[src/rtl/mem_port_arbiter_if.sv]
// mem_port_arbiter_if: fetch, load/store, flush/freeze and SRAM signals of the memory port arbiter
interface mem_port_arbiter_if;
    logic        if_req;
    logic [31:0] if_addr;
    logic [31:0] if_rdata;
    logic        if_ready;
    logic        mem_rd_en;
    logic        mem_wr_en;
    logic [31:0] mem_addr;
    logic [31:0] mem_wdata;
    logic [31:0] mem_rdata;
    logic        mem_ready;
    logic        flush;
    logic        freeze_if;
    logic        freeze_pipe;
    logic        sram_en;
    logic        sram_we;
    logic [31:0] sram_addr;
    logic [31:0] sram_wdata;
    logic [31:0] sram_rdata;
    modport slave (
        input  if_req, if_addr, mem_rd_en, mem_wr_en, mem_addr, mem_wdata, flush, sram_rdata,
        output if_rdata, if_ready, mem_rdata, mem_ready, freeze_if, freeze_pipe,
               sram_en, sram_we, sram_addr, sram_wdata
    );
    modport master (
        output if_req, if_addr, mem_rd_en, mem_wr_en, mem_addr, mem_wdata, flush, sram_rdata,
        input  if_rdata, if_ready, mem_rdata, mem_ready, freeze_if, freeze_pipe,
               sram_en, sram_we, sram_addr, sram_wdata
    );
endinterface

[src/rtl/mem_port_arbiter.sv]
// mem_port_arbiter: shares a fixed-latency single-port SRAM between instruction fetch and load/store
module mem_port_arbiter #(
    parameter int unsigned WAIT_CYCLES = 3
) (
    input  logic              clk,
    input  logic              rst_n,
    mem_port_arbiter_if.slave bus
);
    localparam logic [1:0] IDLE     = 2'd0;
    localparam logic [1:0] IF_BUSY  = 2'd1;
    localparam logic [1:0] MEM_BUSY = 2'd2;
    localparam logic [1:0] DRAIN    = 2'd3;
    localparam logic [3:0] CNT_START = 4'(WAIT_CYCLES - 1);
    logic [1:0]  state_q, state_d;
    logic [3:0]  cnt_q, cnt_d;
    logic [31:0] addr_q, addr_d, wdata_q, wdata_d;
    logic        we_q, we_d;
    logic        mem_req, last;
    assign mem_req = bus.mem_rd_en | bus.mem_wr_en;
    assign last    = cnt_q == 4'd0;
    always_comb begin
        state_d = state_q;
        cnt_d   = cnt_q - 4'd1;
        addr_d  = addr_q;
        wdata_d = wdata_q;
        we_d    = we_q;
        if (state_q == IDLE) begin
            cnt_d = cnt_q;
            if (mem_req) begin
                state_d = MEM_BUSY;
                cnt_d   = CNT_START;
                addr_d  = bus.mem_addr;
                wdata_d = bus.mem_wdata;
                we_d    = bus.mem_wr_en;
            end else if (bus.if_req && !bus.flush) begin
                state_d = IF_BUSY;
                cnt_d   = CNT_START;
                addr_d  = bus.if_addr;
                we_d    = 1'b0;
            end
        end else if (last) begin
            state_d = IDLE;
            cnt_d   = cnt_q;
        end else if (state_q == IF_BUSY && bus.flush) begin
            state_d = DRAIN;
        end
    end
    always_ff @(posedge clk or negedge rst_n) begin
        if (!rst_n) begin
            state_q <= IDLE;
            cnt_q   <= '0;
            addr_q  <= '0;
            wdata_q <= '0;
            we_q    <= 1'b0;
        end else begin
            state_q <= state_d;
            cnt_q   <= cnt_d;
            addr_q  <= addr_d;
            wdata_q <= wdata_d;
            we_q    <= we_d;
        end
    end
    // A flush in the final fetch cycle suppresses the pulse; the drained result is never returned
    assign bus.if_ready    = state_q == IF_BUSY && last && !bus.flush;
    assign bus.if_rdata    = bus.if_ready ? bus.sram_rdata : '0;
    assign bus.mem_ready   = state_q == MEM_BUSY && last;
    assign bus.mem_rdata   = (bus.mem_ready && !we_q) ? bus.sram_rdata : '0;
    assign bus.freeze_if   = rst_n && bus.if_req && !bus.if_ready;
    assign bus.freeze_pipe = rst_n && mem_req && !bus.mem_ready;
    assign bus.sram_en     = state_q != IDLE;
    assign bus.sram_we     = state_q == MEM_BUSY && we_q;
    assign bus.sram_addr   = addr_q;
    assign bus.sram_wdata  = wdata_q;
endmodule

[src/flat_wrapper.sv]
// flat-port wrapper written by rule: the top's interface ports become plain ports
module mem_port_arbiter_flat 
#(
    parameter int unsigned WAIT_CYCLES = 3
)
  (clk, rst_n, bus_if_req, bus_if_addr, bus_mem_rd_en, bus_mem_wr_en, bus_mem_addr, bus_mem_wdata, bus_flush, bus_sram_rdata, bus_if_rdata, bus_if_ready, bus_mem_rdata, bus_mem_ready, bus_freeze_if, bus_freeze_pipe, bus_sram_en, bus_sram_we, bus_sram_addr, bus_sram_wdata);
  mem_port_arbiter_if bus_i ();
  input  logic clk;
  input  logic rst_n;
  input wire logic [$bits(bus_i.if_req)-1:0] bus_if_req;
  input wire logic [$bits(bus_i.if_addr)-1:0] bus_if_addr;
  input wire logic [$bits(bus_i.mem_rd_en)-1:0] bus_mem_rd_en;
  input wire logic [$bits(bus_i.mem_wr_en)-1:0] bus_mem_wr_en;
  input wire logic [$bits(bus_i.mem_addr)-1:0] bus_mem_addr;
  input wire logic [$bits(bus_i.mem_wdata)-1:0] bus_mem_wdata;
  input wire logic [$bits(bus_i.flush)-1:0] bus_flush;
  input wire logic [$bits(bus_i.sram_rdata)-1:0] bus_sram_rdata;
  output wire logic [$bits(bus_i.if_rdata)-1:0] bus_if_rdata;
  output wire logic [$bits(bus_i.if_ready)-1:0] bus_if_ready;
  output wire logic [$bits(bus_i.mem_rdata)-1:0] bus_mem_rdata;
  output wire logic [$bits(bus_i.mem_ready)-1:0] bus_mem_ready;
  output wire logic [$bits(bus_i.freeze_if)-1:0] bus_freeze_if;
  output wire logic [$bits(bus_i.freeze_pipe)-1:0] bus_freeze_pipe;
  output wire logic [$bits(bus_i.sram_en)-1:0] bus_sram_en;
  output wire logic [$bits(bus_i.sram_we)-1:0] bus_sram_we;
  output wire logic [$bits(bus_i.sram_addr)-1:0] bus_sram_addr;
  output wire logic [$bits(bus_i.sram_wdata)-1:0] bus_sram_wdata;
  assign bus_i.if_req = bus_if_req;
  assign bus_i.if_addr = bus_if_addr;
  assign bus_i.mem_rd_en = bus_mem_rd_en;
  assign bus_i.mem_wr_en = bus_mem_wr_en;
  assign bus_i.mem_addr = bus_mem_addr;
  assign bus_i.mem_wdata = bus_mem_wdata;
  assign bus_i.flush = bus_flush;
  assign bus_i.sram_rdata = bus_sram_rdata;
  assign bus_if_rdata = bus_i.if_rdata;
  assign bus_if_ready = bus_i.if_ready;
  assign bus_mem_rdata = bus_i.mem_rdata;
  assign bus_mem_ready = bus_i.mem_ready;
  assign bus_freeze_if = bus_i.freeze_if;
  assign bus_freeze_pipe = bus_i.freeze_pipe;
  assign bus_sram_en = bus_i.sram_en;
  assign bus_sram_we = bus_i.sram_we;
  assign bus_sram_addr = bus_i.sram_addr;
  assign bus_sram_wdata = bus_i.sram_wdata;
  mem_port_arbiter #(.WAIT_CYCLES(WAIT_CYCLES)) u_core (.clk(clk), .rst_n(rst_n), .bus(bus_i));
endmodule
[config.mk]
export PLATFORM = sky130hd
export DESIGN_NAME = mem_port_arbiter_flat
export DESIGN_NICKNAME = d
export VERILOG_FILES = /design/src/rtl/mem_port_arbiter_if.sv /design/src/rtl/mem_port_arbiter.sv /design/src/flat_wrapper.sv
export SDC_FILE = /design/constraint.sdc
export NUM_CORES = 1
export LEC_CHECK = 0
export ABC_AREA = 0
export BUFFER_PORTS_ARGS = -buffer_cell sky130_fd_sc_hd__buf_4
export CORE_AREA = 3 3 103 105
export DETAILED_ROUTE_END_ITERATION = 10
export DIE_AREA = 0 0 106 108
export PLACE_DENSITY_LB_ADDON = 0.05
export SYNTH_ARGS = -nofsm -noshare
export SYNTH_HDL_FRONTEND = slang
export SYNTH_SLANG_ARGS = --single-unit
[constraint.sdc]
create_clock -name clk -period 3.68 [get_ports clk]
set_input_delay 0.736 -clock clk [delete_from_list [all_inputs] [get_ports clk]]
set_output_delay 0.736 -clock clk [all_outputs]
set_load 0.02 [all_outputs]
==> impl_metrics.env, run 1 <==
export IMPL_status="finished, final reports clean"
export IMPL_routed_wirelength_um=11300
export IMPL_ir_worst_vdd_uv=385
export IMPL_sw_frac_of_total_pct=38.6
export IMPL_ys_seq_area_share_pct=46.0
export IMPL_hold_viol=0
export IMPL_holdCritPathClass="in2async"
export IMPL_setup_worst_path_start="u_core.cnt_q[1]$_DFFE_PN0P_"
export IMPL_cts_buffer_depth=2
export IMPL_grt_pass1_wl_um=16800
export IMPL_numCtsBuffers=9
export IMPL_drtIter0Drc=142
export IMPL_max_freq_ghz=0.302
export IMPL_htree_num_levels=3
export IMPL_viasPerCell=4.63
export IMPL_gp_congestion=0.749
export IMPL_grt_max_degree=38
export IMPL_port_buffers=267
export IMPL_design_area_mm2=0.00612
export IMPL_switchingPower_w=0.00173
export IMPL_rows=36
export IMPL_finalMaxSlewViolations=0
export IMPL_relSlewSlack_pct=40.8
export IMPL_post_route_min_period_ps=3310
export IMPL_setup_viol=0
export IMPL_period_share_pct=89.9
export IMPL_required_ps=2940
export IMPL_dieArea_mm2=0.0114
export IMPL_synth_top_area_share_pct=46.0
export IMPL_p_comb_share_pct=55.9
export IMPL_post_cts_buffers=0
export IMPL_p_seq_share_pct=31.8
export IMPL_grt_pass1_vias=3313
export IMPL_yosys_area_top_type="dfrtp_1"
export IMPL_n_fill_cell=789
export IMPL_p_per_area_mw_per_mm2=733
export IMPL_wl_per_cell_um=16.3
export IMPL_cp_data_arrival_time_ps=2570
export IMPL_cts_tree="done"
export IMPL_num_nets_final=689
export IMPL_clkPwrFrac_pct=12.3
export IMPL_avgSynthCellArea_um2=13.4
export IMPL_startpoint_type="register"
export IMPL_clock_sinks=71
export IMPL_vias=3203
export IMPL_diodes=0
export IMPL_synth_seq_cells=71
export IMPL_grt_total_usage_pct=19.0
export IMPL_worst_clock_skew_ps=11.8
export IMPL_clock_latency_ps=340
export IMPL_ioPinCount=268
export IMPL_drive_gt1_share_pct=69.2
export IMPL_drt_first_pass_iters=3
export IMPL_syn_inst=288
export IMPL_die_w_um=106
export IMPL_ant_nets=0
export IMPL_ys_warnings_count=0
export IMPL_p_leak_nw=3.14
export IMPL_synth_cell_type_count=33
export IMPL_hold_buffers=0
export IMPL_grt_overflow_total=0
export IMPL_root_buffer="clkbuf_8"
export IMPL_syn_area_mm2=0.00386
export IMPL_p_int_w=0.00275
export IMPL_synthesis_nets=423
export IMPL_die_height_um=108
export IMPL_cp_max_fo=34
export IMPL_synthTopCellsByArea="dfrtp_1 46%, mux2_4 19%, mux2_2 13%, and2_1 10%, mux2_1 1.5%"
export IMPL_critPathKind="reg2out"
export IMPL_area_growth_pct=58.4
export IMPL_place_area_mm2=0.00595
export IMPL_rsz0062_at_grt="no"
export IMPL_timing_rr_start="u_core.state_q[0]$_DFFE_PN0P_"
export IMPL_cp_end_kind="primary output"
export IMPL_core_region_area_mm2=0.00973
export IMPL_antenna_found_initial=0
export IMPL_start_util_pct=39.7
export IMPL_ctsResizeCount=0
export IMPL_path_clk_slew_ps=80
export IMPL_maxCapViolations=0
export IMPL_route_detailed_drc=0
export IMPL_tns_ps=0
export IMPL_place_hpwl_um=9010
export IMPL_tightest_slew_ps=888
==> placed cells by master, fill, tap and decap left out, drive strengths merged <==
master / count
nand2b: 1
clkinv: 3
a311oi: 1
nand3: 4
or3b: 1
buf: 272
clkinvlp: 2
mux2: 97
or4: 1
o21ai: 4
and2: 64
or3: 2
and4: 1
inv: 4
dfrtp: 71
nand4: 3
clkbuf: 11
a21oi: 3
and3: 3
and4bb: 1
nor2: 4
nor3b: 3
nand2: 2
ha: 1
==> layout make-up <==
class / count / area (um^2) / area share [%]
multi-input cells: 196 / 1930 / 31.6
clock buffers: 11 / 141 / 2.31
flip-flops and latches: 71 / 1780 / 29.0
inverters: 4 / 17.5 / 0.286
clock inverters: 5 / 33.8 / 0.552
repair buffers: 272 / 2050 / 33.6
well taps: 133 / 166 / 2.72
==> Yosys cell counts, drive strengths merged <==
cell type	instances
mux2	97
dfrtp	71
and2	64
buf	14
inv	4
nand3	4
nor2	4
o21ai	4
a21oi	3
and3	3
clkbuf	3
nand4	3
nor3b	3
nand2	2
or3	2
a311oi	1
and4	1
and4bb	1
ha	1
nand2b	1
or3b	1
or4	1
==> state kept, by name, indices dropped and copies added, names as in the netlist <==
name	count
u_core.we_q	1
u_core.bus.sram_wdata	32
u_core.bus.sram_addr	32
u_core.state_q	2
u_core.cnt_q	4
==> metal layers <==
layer	vias to the layer above	track usage [%]	wire length [um]
li1	1522	-	-
met1	1512	18.9	3810
met2	153	36.6	6230
met4	0	6.75	198
met3	16	6.39	1050
met5	-	0	0
==> logic make-up (layout without fill, tap and decap cells) <==
| kind of cell | after synthesis | count (layout) | synth area share, % |
|---|---|---|---|
| DFF | 71 | 71 | 46.0 |
| adders and majority gates | 1 | 1 | 0.324 |
| and+or+nand+nor | 90 | 90 | 15.0 |
| muxes | 97 | 97 | 33.0 |
| buffers and inverters | 21 | 292 | 4.14 |
| AOI/OAI and AO/OA | 8 | 8 | 1.52 |
==> power groups by stage <==
| stage | clock network [W] | registers, W | logic, W |
|---|---|---|---|
| after CTS | 0.000576 | 0.00143 | 0.00255 |
| final | 0.000552 | 0.00143 | 0.00251 |
| after floorplan | 0 | 0.00186 | 0.00110 |
| after global placement | 0 | 0.00142 | 0.00251 |
| after global routing | 0.000608 | 0.00148 | 0.00266 |
| after detailed placement | 0 | 0.00143 | 0.00254 |
==> worst paths after layout <==
check                                                         to  slack [ps]  cells past startpoint
max in group asynchronous            u_core.cnt_q[0]$_DFFE_PN0P_        2460                      2
hold reg to reg            u_core.bus.sram_wdata[26]$_DFFE_PN0P_         510                      1
hold / removal              u_core.bus.sram_wdata[6]$_DFFE_PN0P_         350                      1
setup / recovery                                bus_if_rdata[22]         370                      6
setup reg to reg            u_core.bus.sram_addr[12]$_DFFE_PN0P_        1660                      5
min in group clk           u_core.bus.sram_wdata[26]$_DFFE_PN0P_         510                      1
==> stage by stage <==
step | hold WS (ps) | total power, W | cells | utilization, % | worst slack (ps)
finish | 348 | 0.00449 | 692 | 62.9 | 372
global route | 366 | 0.00475 | 692 | 62.9 | 140
CTS | 347 | 0.00456 | 692 | 62.9 | 362
detailed placement | 494 | 0.00398 | 676 | 61.1 | 755
global placement | 490 | 0.00393 | 676 | 61.1 | 894
floorplan | 440 | 0.00296 | 288 | - | 1340
==> critical path: stages (launching register included) <==
cell	delay (ps)
dfrtp_1	380
inv_1	100
ha_1	170
nor3b_4	380
and3_1	820
and2_1	240
buf_4	140
No activity file was read; power rests on OpenSTA's default activity.
==> run 2: changes to the inputs <==
- CTS_BUF_LIST: not set -> sky130_fd_sc_hd__clkbuf_4 sky130_fd_sc_hd__clkbuf_8 sky130_fd_sc_hd__clkbuf_16
==> impl_metrics.env, run 2 (same netlist as run 1, synthesis figures left out) <==
export IMPL_status="finished, final reports clean"
export IMPL_max_freq_ghz=0.303
export IMPL_vias=3214
export IMPL_cp_data_arrival_time_ps=2560
export IMPL_timing_rr_start="u_core.state_q[0]$_DFFE_PN0P_"
export IMPL_routed_wirelength_um=11300
export IMPL_relSlewSlack_pct=41.5
export IMPL_start_util_pct=39.7
export IMPL_die_height_um=108
export IMPL_viasPerCell=4.64
export IMPL_post_route_min_period_ps=3300
export IMPL_finalMaxSlewViolations=0
export IMPL_p_seq_share_pct=31.8
export IMPL_core_region_area_mm2=0.00973
export IMPL_holdCritPathClass="in2async"
export IMPL_cts_buffer_depth=2
export IMPL_reg2reg_setup_slack_ps=1670
export IMPL_setup_ws_ps=383
export IMPL_drive_gt1_share_pct=69.4
export IMPL_p_int_w=0.00276
export IMPL_grt_pass1_vias=3311
export IMPL_grt_pass1_wl_um=16800
export IMPL_grt_max_degree=38
export IMPL_worst_clock_skew_ps=10.7
export IMPL_tightest_slew_ps=878
export IMPL_tns_ps=0
export IMPL_p_per_area_mw_per_mm2=734
export IMPL_clkPwrFrac_pct=12.4
export IMPL_critPathKind="reg2out"
export IMPL_ir_worst_vdd_uv=385
export IMPL_p_leak_nw=3.14
export IMPL_post_cts_buffers=0
export IMPL_grt_total_usage_pct=19.0
export IMPL_cts_tree="done"
export IMPL_maxCapViolations=0
export IMPL_htree_num_levels=3
export IMPL_p_comb_share_pct=55.8
export IMPL_setup_worst_path_start="u_core.cnt_q[1]$_DFFE_PN0P_"
export IMPL_grt_overflow_total=0
export IMPL_hold_buffers=0
export IMPL_wl_per_cell_um=16.3
export IMPL_final_common_cell="buf_4"
export IMPL_area_growth_pct=58.5
export IMPL_rows=36
export IMPL_root_buffer="clkbuf_8"
export IMPL_period_share_pct=89.6
export IMPL_final_util_pct=63.0
export IMPL_setup_viol=0
export IMPL_rsz0062_at_grt="no"
export IMPL_antenna_found_initial=0
export IMPL_cp_max_fo=34
export IMPL_drt_first_pass_iters=4
export IMPL_required_ps=2940
export IMPL_drtIter0Drc=134
export IMPL_sw_frac_of_total_pct=38.6
export IMPL_gp_congestion=0.749
export IMPL_reg2reg_depth=5
export IMPL_ant_nets=0
export IMPL_dpl_worst_slack_ps=755
export IMPL_num_nets_final=689
export IMPL_startpoint_type="register"
export IMPL_path_clk_slew_ps=80
export IMPL_switchingPower_w=0.00173
export IMPL_diodes=0
export IMPL_ctsResizeCount=0
export IMPL_hold_viol=0
export IMPL_port_buffers=267
export IMPL_die_w_um=106
export IMPL_ioPinCount=268
export IMPL_cp_end_kind="primary output"
export IMPL_numCtsBuffers=9
export IMPL_layout_common_cells="271 x buf_4, 71 x dfrtp_1, 64 x and2_1"
export IMPL_clock_latency_ps=340
export IMPL_clock_sinks=71
export IMPL_place_hpwl_um=9010
export IMPL_route_detailed_drc=0
export IMPL_rr_endpoint="u_core.bus.sram_addr[12]$_DFFE_PN0P_"
export IMPL_dieArea_mm2=0.0114
## run 2: worst max-delay path by stage
stage	endpoint	slack, ps
after detailed placement	bus_if_rdata[22]	760
final	bus_if_rdata[22]	380
after global placement	bus_if_rdata[23]	890
after floorplan	bus_freeze_pipe	1340
after CTS	bus_if_rdata[22]	360
after global routing	bus_if_rdata[14]	140
## run 2: worst max-delay path, cell delays in order (launching register included)
cell	delay [ps]
dfrtp_1	380
inv_1	100
ha_1	170
nor3b_4	380
and3_1	810
and2_1	240
buf_4	140
## run 2: final cells by class
type | instances | area (um^2)
multi-input cells | 196 | 1930
well taps | 133 | 166
clock inverters | 5 | 33.8
repair buffers | 272 | 2050
inverters | 4 | 17.5
flip-flops and latches | 71 | 1780
fillers | 790 | 3600
clock buffers | 11 | 145
## run 2: per-layer routing
metal | track usage, % | share of wire (%)
met1 | 19.0 | 34
met2 | 36.6 | 55
met3 | 6.39 | 9.3
met4 | 6.75 | 1.8
met5 | 0 | 0
## run 2: per-stage QoR
| stage | instances | total power [W] | instance area [um^2] | hold WS, ps |
|---|---|---|---|---|
| floorplan | 288 | 0.00296 | 3860 | 440 |
| global placement | 676 | 0.00393 | 5950 | 490 |
| detailed placement | 676 | 0.00398 | 5950 | 494 |
| CTS | 692 | 0.00457 | 6130 | 347 |
| global route | 692 | 0.00476 | 6130 | 366 |
| finish | 692 | 0.00450 | 6130 | 348 |
## run 2: power by group through the flow
stage	Sequential (W)	Clock [W]	Combinational [W]
after global placement	0.00142	0	0.00251
after CTS	0.00143	0.000584	0.00255
after global routing	0.00148	0.000617	0.00266
final	0.00143	0.000558	0.00251
after detailed placement	0.00143	0	0.00254
after floorplan	0.00186	0	0.00110
==> run 3: changes to the inputs <==
- CORE_AREA: 3 3 103 105 -> 3 3 117 97
- DIE_AREA: 0 0 106 108 -> 0 0 120 100
- clock period: 3.68 -> 2.9 ns (I/O delays scaled with it)
==> impl_metrics.env, run 3 (same netlist as run 1, synthesis figures left out) <==
export IMPL_reg2reg_setup_slack_ps=1050
export IMPL_post_route_min_period_ps=2750
export IMPL_timing_rr_start="u_core.state_q[0]$_DFFE_PN0P_"
export IMPL_cts_buffer_depth=2
export IMPL_multiInputGateArea_mm2=0.00195
export IMPL_route_detailed_drc=0
export IMPL_drtIter0Drc=108
export IMPL_post_cts_buffers=0
export IMPL_port_buffers=267
export IMPL_ant_nets=0
export IMPL_crit_path_cell_trace="inv_1, ha_1, nor3b_4, and4bb_2, and2_1, buf_4"
export IMPL_drt_first_pass_iters=4
export IMPL_layout_common_cells="270 x buf_4, 71 x dfrtp_1, 64 x and2_1"
export IMPL_worst_clock_skew_ps=10.9
export IMPL_relSlewSlack_pct=49.9
export IMPL_rr_endpoint="u_core.bus.sram_addr[14]$_DFFE_PN0P_"
export IMPL_hold_viol=0
export IMPL_rsz0062_at_grt="no"
export IMPL_holdCritPathClass="in2async"
export IMPL_viasPerCell=4.56
export IMPL_die_height_um=100
export IMPL_grt_total_usage_pct=18.8
export IMPL_final_common_cell="buf_4"
export IMPL_p_per_area_mw_per_mm2=976
export IMPL_root_buffer="clkbuf_16"
export IMPL_place_hpwl_um=8950
export IMPL_grt_max_degree=60
export IMPL_grt_pass1_wl_um=17900
export IMPL_slowest_delay_ps=470
export IMPL_cp_end_kind="primary output"
export IMPL_core_region_area_mm2=0.0102
export IMPL_cp_data_arrival_time_ps=2170
export IMPL_num_nets_final=691
export IMPL_startpoint_type="register"
export IMPL_period_share_pct=94.7
export IMPL_diodes=0
export IMPL_dpl_worst_slack_ps=259
export IMPL_max_freq_ghz=0.364
export IMPL_timing_hold_ws_ps=111
export IMPL_required_ps=2320
export IMPL_reg2reg_depth=5
export IMPL_numCtsBuffers=9
export IMPL_area_growth_pct=63.4
export IMPL_tightest_slew_ps=752
export IMPL_antenna_found_initial=0
export IMPL_path_clk_slew_ps=50
export IMPL_ioPinCount=268
export IMPL_p_leak_nw=3.22
export IMPL_setup_viol=0
export IMPL_die_w_um=120
export IMPL_cts_tree="done"
export IMPL_setup_ws_ps=154
export IMPL_dieArea_mm2=0.0120
export IMPL_status="finished, final reports clean"
export IMPL_tns_ps=0
export IMPL_finalMaxSlewViolations=0
export IMPL_wl_per_cell_um=16.5
export IMPL_clock_sinks=71
export IMPL_maxCapViolations=0
export IMPL_rows=33
export IMPL_vias=3197
export IMPL_seqCellArea_mm2=0.00178
export IMPL_cp_max_fo=16
export IMPL_critical_path_slowest_cell="and4bb_2"
export IMPL_grt_overflow_total=0
export IMPL_grt_pass1_vias=3377
export IMPL_start_util_pct=37.9
export IMPL_gp_congestion=0.728
export IMPL_drive_gt1_share_pct=69.5
export IMPL_routed_wirelength_um=11600
export IMPL_n_fill_cell=845
export IMPL_ir_worst_vdd_uv=621
export IMPL_htree_num_levels=3
export IMPL_critPathKind="reg2out"
export IMPL_clock_latency_ps=330
## run 3: cell count changes in the layout (fill, tap and decap cells not counted), sizes merged
cell,previous run,this run
buf,272,273
and4bb,1,2
clkinv,3,2
inv,4,5
clkinvlp,2,1
bufinv,0,1
## run 3: stage by stage
stage               std cells  power (W)  cell area, um^2  util, %
floorplan                 288    0.00375             3860        -
global placement          684    0.00499             5980     58.6
detailed placement        684    0.00505             5980     58.6
CTS                       700    0.00624             6300     61.7
global route              701    0.00653             6310     61.9
finish                    701    0.00616             6310     61.9
## run 3: report_power, final
group / leakage (nW) / internal, W / switching, W
logic: 2.23 / 0.00167 / 0.00153
clock network: 0.152 / 0.000718 / 0.000425
registers: 0.838 / 0.00151 / 0.000312
total: 3.22 / 0.00389 / 0.00227
## run 3: layout make-up
cell class / count / share of cell area, %
tap: 140 / 2.77
clock inverter: 5 / 1.01
clock buffer: 11 / 4.00
sequential: 71 / 28.1
multi-input combinational: 197 / 30.9
inverter: 4 / 0.277
timing repair buffer: 273 / 32.9
## run 3: worst max-delay path: cells and delay by family (launching register included)
family                     cells  cell delay (ps)
and+or+nand+nor                3             1060
DFF                            1              420
buffers and inverters          2              200
adders and majority gates      1              160
## run 3: what timing repair did
item	in CTS	in global routing
resized for setup	1	1
gates cloned	0	1
endpoints found under the setup margin	32	2
hold buffers	0	0
pin swaps	0	1
## run 3: routing by layer
layer | vias to the layer above | GRT usage [%] | share of wire (%)
met1 | 1506 | 21.8 | 37
li1 | 1527 | - | -
met2 | 147 | 32.2 | 51
met3 | 17 | 7.27 | 9.7
met4 | 0 | 6.25 | 1.8
met5 | - | 0 | 0
## run 3: worst max-delay path by stage
stage	startpoint	endpoint	slack, ps
floorplan	u_core.cnt_q[0]$_DFFE_PN0P_	bus_freeze_pipe	720
global route	u_core.cnt_q[0]$_DFFE_PN0P_	bus_mem_rdata[30]	20
detailed placement	u_core.cnt_q[0]$_DFFE_PN0P_	bus_mem_rdata[30]	260
finish	u_core.cnt_q[0]$_DFFE_PN0P_	bus_mem_rdata[13]	150
global placement	u_core.cnt_q[0]$_DFFE_PN0P_	bus_mem_rdata[30]	400
CTS	u_core.cnt_q[0]$_DFFE_PN0P_	bus_mem_rdata[30]	60
